`src/rtl/spu_fetch_pkg.sv`:
```
// Shared types for the SPU fetch/decode boundary: instruction word, PC and buffered entry.
// Used by inst_pair_buffer (optional statistics under INST_PAIR_BUF_STATS_EN).
package spu_fetch_pkg;
    localparam int bitsize = 11;

    typedef logic [31:0]        inst_t;
    typedef logic [bitsize-1:0] pc_t;

    typedef struct packed {
        inst_t inst;
        pc_t   pc;
    } buf_entry_t;

    localparam inst_t NOP = 32'h4020_0000;

    // PC counts instruction words and wraps at the PC width
    function automatic pc_t pc_next(input pc_t pc);
        return pc + pc_t'(1);
    endfunction
endpackage

```
`src/rtl/inst_pair_buffer_if.sv`:
```
// Fetch-side and decode-side signals of the instruction pair buffer.
// master drives fetch/decode requests; slave is the buffer itself.
interface inst_pair_buffer_if;
    import spu_fetch_pkg::*;

    logic       fetch_valid;
    logic       fetch_ready;
    inst_t      fetch_inst1;
    inst_t      fetch_inst2;
    pc_t        fetch_pc;
    logic       flush;
    logic [1:0] issue_count;
    logic       out_valid1;
    logic       out_valid2;
    inst_t      out_inst1;
    inst_t      out_inst2;
    pc_t        out_pc1;
    pc_t        out_pc2;

    modport master (
        output fetch_valid, fetch_inst1, fetch_inst2, fetch_pc, flush, issue_count,
        input  fetch_ready, out_valid1, out_valid2, out_inst1, out_inst2, out_pc1, out_pc2
    );

    modport slave (
        input  fetch_valid, fetch_inst1, fetch_inst2, fetch_pc, flush, issue_count,
        output fetch_ready, out_valid1, out_valid2, out_inst1, out_inst2, out_pc1, out_pc2
    );
endinterface

```
`src/rtl/pair_buf_stats.sv`:
```
// Saturating occupancy statistics for inst_pair_buffer; only built under INST_PAIR_BUF_STATS_EN.
module pair_buf_stats (
    input  logic        clk,
    input  logic        reset,
    input  logic        i_clear,
    input  logic        i_stall,
    input  logic [1:0]  i_eff,
    output logic [15:0] o_full_stall_cnt,
    output logic [31:0] o_issue_word_cnt
);
    logic [15:0] r_stall;
    logic [31:0] r_words;
    logic [32:0] w_words_sum;

    assign w_words_sum = {1'b0, r_words} + 33'(i_eff);

    always_ff @(posedge clk or negedge reset) begin
        if (!reset) begin
            r_stall <= '0;
            r_words <= '0;
        end else if (i_clear) begin
            r_stall <= '0;
            r_words <= '0;
        end else begin
            if (i_stall && (r_stall != 16'hFFFF))
                r_stall <= r_stall + 16'd1;
            r_words <= w_words_sum[32] ? 32'hFFFF_FFFF : w_words_sum[31:0];
        end
    end

    assign o_full_stall_cnt = r_stall;
    assign o_issue_word_cnt = r_words;
endmodule

```
`src/rtl/inst_pair_buffer.sv`:
```
// Circular buffer between fetch (2 words/cycle in) and dual-issue decode (0..2 words/cycle out).
// Define INST_PAIR_BUF_STATS_EN to add full_stall_cnt / issue_word_cnt outputs.
module inst_pair_buffer
    import spu_fetch_pkg::*;
#(
    parameter int DEPTH = 8
) (
    input  logic                clk,
    input  logic                reset,
    inst_pair_buffer_if.slave   bus
`ifdef INST_PAIR_BUF_STATS_EN
    ,
    output logic [15:0]         full_stall_cnt,
    output logic [31:0]         issue_word_cnt
`endif
);
    localparam int PW = $clog2(DEPTH);
    localparam int CW = PW + 1;

    buf_entry_t    r_mem [DEPTH];
    logic [PW-1:0] r_rd_ptr;
    logic [PW-1:0] r_wr_ptr;
    logic [CW-1:0] r_count;

    logic          w_ready;
    logic          w_push;
    logic [1:0]    w_req;
    logic [1:0]    w_eff;
    logic [CW-1:0] w_count_next;
    logic [PW-1:0] w_wr_ptr2;
    logic [PW-1:0] w_rd_idx   [2];
    logic          w_lane_vld [2];
    buf_entry_t    w_lane_ent [2];

    // Ready looks only at the registered count, so it never depends on this cycle's issue/flush
    assign w_ready      = (r_count <= CW'(DEPTH - 2));
    assign w_push       = bus.fetch_valid && w_ready && !bus.flush;
    assign w_req        = (bus.issue_count == 2'd3) ? 2'd2 : bus.issue_count;
    assign w_eff        = (CW'(w_req) > r_count) ? r_count[1:0] : w_req;
    assign w_count_next = r_count + (w_push ? CW'(2) : CW'(0)) - CW'(w_eff);
    assign w_wr_ptr2    = r_wr_ptr + PW'(1);

    always_ff @(posedge clk or negedge reset) begin
        if (!reset) begin
            r_rd_ptr <= '0;
            r_wr_ptr <= '0;
            r_count  <= '0;
        end else if (bus.flush) begin
            r_rd_ptr <= '0;
            r_wr_ptr <= '0;
            r_count  <= '0;
        end else begin
            r_rd_ptr <= r_rd_ptr + PW'(w_eff);
            r_wr_ptr <= w_push ? r_wr_ptr + PW'(2) : r_wr_ptr;
            r_count  <= w_count_next;
        end
    end

    // A pair may straddle the array end; the pointer arithmetic wraps it naturally
    always_ff @(posedge clk) begin
        if (w_push) begin
            r_mem[r_wr_ptr]  <= '{inst: bus.fetch_inst1, pc: bus.fetch_pc};
            r_mem[w_wr_ptr2] <= '{inst: bus.fetch_inst2, pc: pc_next(bus.fetch_pc)};
        end
    end

    genvar gi;
    generate
        for (gi = 0; gi < 2; gi++) begin : g_lane
            assign w_rd_idx[gi]   = r_rd_ptr + PW'(gi);
            assign w_lane_vld[gi] = (r_count > CW'(gi));
            assign w_lane_ent[gi] = w_lane_vld[gi] ? r_mem[w_rd_idx[gi]] : '0;
        end
    endgenerate

    assign bus.fetch_ready = w_ready;
    assign bus.out_valid1  = w_lane_vld[0];
    assign bus.out_valid2  = w_lane_vld[1];
    assign bus.out_inst1   = w_lane_ent[0].inst;
    assign bus.out_pc1     = w_lane_ent[0].pc;
    assign bus.out_inst2   = w_lane_ent[1].inst;
    assign bus.out_pc2     = w_lane_ent[1].pc;

`ifdef INST_PAIR_BUF_STATS_EN
    pair_buf_stats u_stats (
        .clk              (clk),
        .reset            (reset),
        .i_clear          (bus.flush),
        .i_stall          (bus.fetch_valid && !w_ready),
        .i_eff            (w_eff),
        .o_full_stall_cnt (full_stall_cnt),
        .o_issue_word_cnt (issue_word_cnt)
    );
`endif

    a_no_issue3: assert property (@(posedge clk) disable iff (!reset) bus.issue_count != 2'd3);
endmodule
```
`src/flat_wrapper.sv`:
```
// flat-port wrapper written by rule: the top's interface ports become plain ports
module inst_pair_buffer_flat import spu_fetch_pkg::*;
#(
    parameter int DEPTH = 8
)
  (clk, reset, bus_fetch_valid, bus_fetch_inst1, bus_fetch_inst2, bus_fetch_pc, bus_flush, bus_issue_count, bus_fetch_ready, bus_out_valid1, bus_out_valid2, bus_out_inst1, bus_out_inst2, bus_out_pc1, bus_out_pc2);
  inst_pair_buffer_if bus_i ();
  input  logic clk;
  input  logic reset;
  input wire logic [$bits(bus_i.fetch_valid)-1:0] bus_fetch_valid;
  input wire logic [$bits(bus_i.fetch_inst1)-1:0] bus_fetch_inst1;
  input wire logic [$bits(bus_i.fetch_inst2)-1:0] bus_fetch_inst2;
  input wire logic [$bits(bus_i.fetch_pc)-1:0] bus_fetch_pc;
  input wire logic [$bits(bus_i.flush)-1:0] bus_flush;
  input wire logic [$bits(bus_i.issue_count)-1:0] bus_issue_count;
  output wire logic [$bits(bus_i.fetch_ready)-1:0] bus_fetch_ready;
  output wire logic [$bits(bus_i.out_valid1)-1:0] bus_out_valid1;
  output wire logic [$bits(bus_i.out_valid2)-1:0] bus_out_valid2;
  output wire logic [$bits(bus_i.out_inst1)-1:0] bus_out_inst1;
  output wire logic [$bits(bus_i.out_inst2)-1:0] bus_out_inst2;
  output wire logic [$bits(bus_i.out_pc1)-1:0] bus_out_pc1;
  output wire logic [$bits(bus_i.out_pc2)-1:0] bus_out_pc2;
  assign bus_i.fetch_valid = bus_fetch_valid;
  assign bus_i.fetch_inst1 = bus_fetch_inst1;
  assign bus_i.fetch_inst2 = bus_fetch_inst2;
  assign bus_i.fetch_pc = bus_fetch_pc;
  assign bus_i.flush = bus_flush;
  assign bus_i.issue_count = bus_issue_count;
  assign bus_fetch_ready = bus_i.fetch_ready;
  assign bus_out_valid1 = bus_i.out_valid1;
  assign bus_out_valid2 = bus_i.out_valid2;
  assign bus_out_inst1 = bus_i.out_inst1;
  assign bus_out_inst2 = bus_i.out_inst2;
  assign bus_out_pc1 = bus_i.out_pc1;
  assign bus_out_pc2 = bus_i.out_pc2;
  inst_pair_buffer #(.DEPTH(DEPTH)) u_core (.clk(clk), .reset(reset), .bus(bus_i));
endmodule
```
`config.mk`:
```
export PLATFORM = sky130hd
export DESIGN_NAME = inst_pair_buffer_flat
export DESIGN_NICKNAME = d
export VERILOG_FILES = /design/src/rtl/spu_fetch_pkg.sv /design/src/rtl/inst_pair_buffer_if.sv /design/src/rtl/pair_buf_stats.sv /design/src/rtl/inst_pair_buffer.sv /design/src/flat_wrapper.sv
export SDC_FILE = /design/constraint.sdc
export NUM_CORES = 1
export LEC_CHECK = 0
export ABC_AREA = 0
export CORE_UTILIZATION = 63
export DETAILED_ROUTE_END_ITERATION = 6
export GPL_TIMING_DRIVEN = 0
export PLACE_DENSITY = 0.84
export SLEW_MARGIN = 20
export SYNTH_ARGS = -nofsm -noshare
export SYNTH_HDL_FRONTEND = slang
export SYNTH_SLANG_ARGS = --single-unit
```
`constraint.sdc`:
```
create_clock -name clk -period 5.53 [get_ports clk]
set_input_delay 1.106 -clock clk [delete_from_list [all_inputs] [get_ports clk]]
set_output_delay 1.106 -clock clk [all_outputs]
set_load 0.1 [all_outputs]
```
==> flow_metrics.py <==
metrics = {
    "floorplanning": {
        "core_area_um2": 29950,
        "die_w_um": 177.2,
        "fp.dieArea_um2": 31390,
        "start_util_pct": 64.55,
        "dieHeight_um": 177.2,
        "io_pins": 170,
        "num_rows": 63,
    },
    "sta": {
        "fmax_mhz": 186.2,
        "slew_headroom_pct": 24.94,
        "tightest_slew_ns": 1.126,
        "period_needed_ns": 5.370,
        "drv_slew": 0,
        "finalClockSkew_ns": 0.007799,
        "setup_tns_ns": 0,
        "setup_violations": 0,
        "hold_viol_final": 0,
        "grt_setup_unrepaired": "no",
        "fin_ws_ns": 0.1603,
        "fin_crit_sh_pct": 97.10,
    },
    "synthesis": {
        "yosysWarningCount": 0,
        "synth_mux_area_share_pct": 32.17,
        "synth_top_cells_by_area": "edfxtp_1 53%, mux4_2 20%, mux2_4 8.5%",
        "synth_top_flop_cell": "edfxtp_1",
        "synth.top_cell.area_share_pct": 53.43,
        "synthArstFlopShare_pct": 2.550,
        "synth-simple-area-share_pct": 4.743,
        "ys_ff_latch": 353,
        "synthesis.nets": 1271,
        "yosysMostFrequentCell": "edfxtp_1",
        "synthTopCellsByCount": "344 x edfxtp_1, 172 x mux4_2, 109 x mux2_4, 100 x nand2_1, 68 x clkbuf_1",
        "yosysTopAreaCell": "edfxtp_1",
        "synth_seq_area_share_pct": 54.59,
        "synth_top_family_by_area": "multiplexers",
        "synthAdderAreaFrac_pct": 1.281,
        "synth.distinct_cells": 35,
        "syn_inst": 1172,
        "syn_area_per_cell_um2": 16.50,
        "synth_compound_area_share_pct": 1.281,
        "synth_edf_count": 344,
        "synth_xor_area_share_pct": 2.038,
        "netlist_area_um2": 19330,
    },
    "cells_and_area": {
        "fin_area_um2": 22780,
        "layout.nets": 1477,
        "syn_to_final_growth_pct": 17.83,
        "fill_cells": 1741,
        "drive_above_1_share_pct": 31.26,
    },
    "worst_setup_path": {
        "cp.arrival_ns": 4.26,
        "crit_slowest_cell": "clkdlybuf4s50_1",
        "required_ns": 4.42,
        "crit_chain": "ha_1 > xnor2_1 > clkbuf_1 > nand2_1 > a21oi_1 > clkdlybuf4s50_1",
        "r2r-end": "u_core.r_count[3]",
        "cpLargestDelayFamily": "buffers and inverters",
        "critical_path.endpoint_type": "output pin",
        "r2r-start": "u_core.r_count[1]",
        "cp_max_fo": 10,
        "startpoint_type": "flip-flop",
        "worstSetupPathType": "reg -> out",
        "slowest_delay_ns": 1.20,
        "r2r_slack_ns": 2.59,
        "crit_buf_inv": 2,
        "r2r_cells": 12,
    },
    "placed_design": {
        "hpwl_um": 33010,
        "io_buffers": 160,
        "postPlaceCellArea_um2": 21640,
        "dp_slack_ns": 0.7841,
        "routabilityCongestion": 0.8244,
    },
    "routing": {
        "post_drt_via_cell_ratio": 6.838,
        "drc_errors": 0,
        "wl_per_cell_um": 28.65,
        "detailedRoute.firstIterationViolations": 1692,
        "routed-via-count": 12250,
        "firstDrtPassIters": 5,
        "drt_wl_total_um": 51340,
        "ant_nets": 0,
    },
    "global_route": {
        "grtUsageMet3_pct": 5.756,
        "antenna_found_initial": 0,
        "use_met1_pct": 44.46,
        "grt_pass1_vias": 12740,
        "met2_usage_pct": 55.31,
        "overflow": 0,
        "grt_max_degree": 38,
        "grt_usage_pct": 33.90,
        "top_usage_layer": "met2",
        "grt_pass1_wl_um": 75650,
    },
    "worst_hold_path": {
        "min_to": "u_core.r_count[2]",
        "worstHoldPathCells": 2,
        "hold_path.class": "reg -> reg",
        "holdCritStartpoint": "u_core.r_count[2]",
    },
    "cts": {
        "clk_latency_ns": 0.51,
        "cts_buffer_depth": 3,
        "ctsRootBufferMaster": "clkbuf_16",
        "htree_levels": 2,
        "post-cts-setup-buffer-count": 0,
        "cts_tree": "built",
        "cts_resized": 0,
        "clkSlewWorstSetupHoldPaths_ns": 0.06,
        "cts_hold_buf": 0,
        "cts_buffers": 36,
        "cts.sinks": 353,
    },
    "flow_run": {
        "cap_violations": 0,
    },
    "status": {
        "status": "completed",
    },
}
## tightest hold or removal path, delay by kind of cell (launching register included)
family	cells	cell delay [ns]
flops	1	0.40
fa+ha+maj	1	0.18
simple gates	1	0.04
## final cells by class
class / instances / area, µm² / share of cell area [%]
flip-flops and latches: 353 / 10560 / 46.33
multi-input cells: 667 / 8029 / 35.24
repair buffers: 168 / 1799 / 7.897
clock buffers: 46 / 989.7 / 4.344
plain buffers: 133 / 681.9 / 2.993
well taps: 390 / 488.0 / 2.142
clock inverters: 15 / 148.9 / 0.6535
inverters: 19 / 88.84 / 0.3899
diodes: 1 / 2.502 / 0.01098
## worst max path at each step
stage / from / depth (start not counted) / slack, ns / end
finish: u_core.r_rd_ptr[1] / 6 / 0.16 / bus_out_pc2[1]
global route: u_core.r_rd_ptr[1] / 6 / 0.12 / bus_out_pc2[1]
CTS: u_core.r_rd_ptr[1] / 6 / 0.17 / bus_out_pc2[1]
detailed placement: u_core.r_rd_ptr[1] / 6 / 0.78 / bus_out_pc2[1]
global placement: u_core.r_rd_ptr[1] / 6 / 0.78 / bus_out_inst2[10]
floorplan: u_core.r_rd_ptr[1] / 8 / 1.36 / bus_out_inst2[26]
## registers in the layout (all words and copies together) (netlist names)
signal,flops
u_core.r_wr_ptr,2
u_core.r_mem,344
u_core.r_count,4
u_core.r_rd_ptr,3
## per-layer routing
| metal | part of all wire, % | vias to the layer above | wire [µm] |
|---|---|---|---|
| met5 | 0 | - | 0 |
| met3 | 11 | 184 | 5880 |
| met4 | 4.4 | 0 | 2273 |
| li1 | - | 5002 | - |
| met1 | 35 | 6127 | 18010 |
| met2 | 49 | 941 | 25180 |
## placed cells by master (no fill, tap or decap), types with 4 or more instances in the layout
cell type          n
nor3_1            12
nor4_1             4
dfrtp_1            9
inv_1             11
mux2i_1           45
clkbuf_16         37
clkinv_1           6
buf_6             15
nor2b_1            4
inv_4              7
mux2_4           109
buf_4              5
xnor2_1           20
clkinv_2           4
xor2_1            25
buf_2             41
nand2_1          100
edfxtp_1         344
clkdlybuf4s50_1  160
nand4_1           12
clkbuf_1          74
buf_1              4
mux4_2           172
mux2_2            23
ha_1              15
nand2_4            4
a21oi_1           45
buf_16             5
nor2_1            58
## cells by family after synthesis
group,count (synthesis)
fa+ha+maj,18
compound gates,48
simple gates,207
buf+inv,152
xor+xnor,45
flops,353
mux,349
## stage by stage
step	util, %	hold slack (ns)	cells
2_1_floorplan	-	0.5659	1172
3_3_place_gp	71.52	0.6077	1722
3_5_place_dp	72.25	0.6310	1730
4_1_cts	76.05	0.6404	1791
5_1_grt	76.05	0.6762	1791
6_report	76.06	0.6491	1792
Power is left out: the tool's default activity adds up to more than one toggle a clock period on the data nets, which glitch-free logic cannot reach.
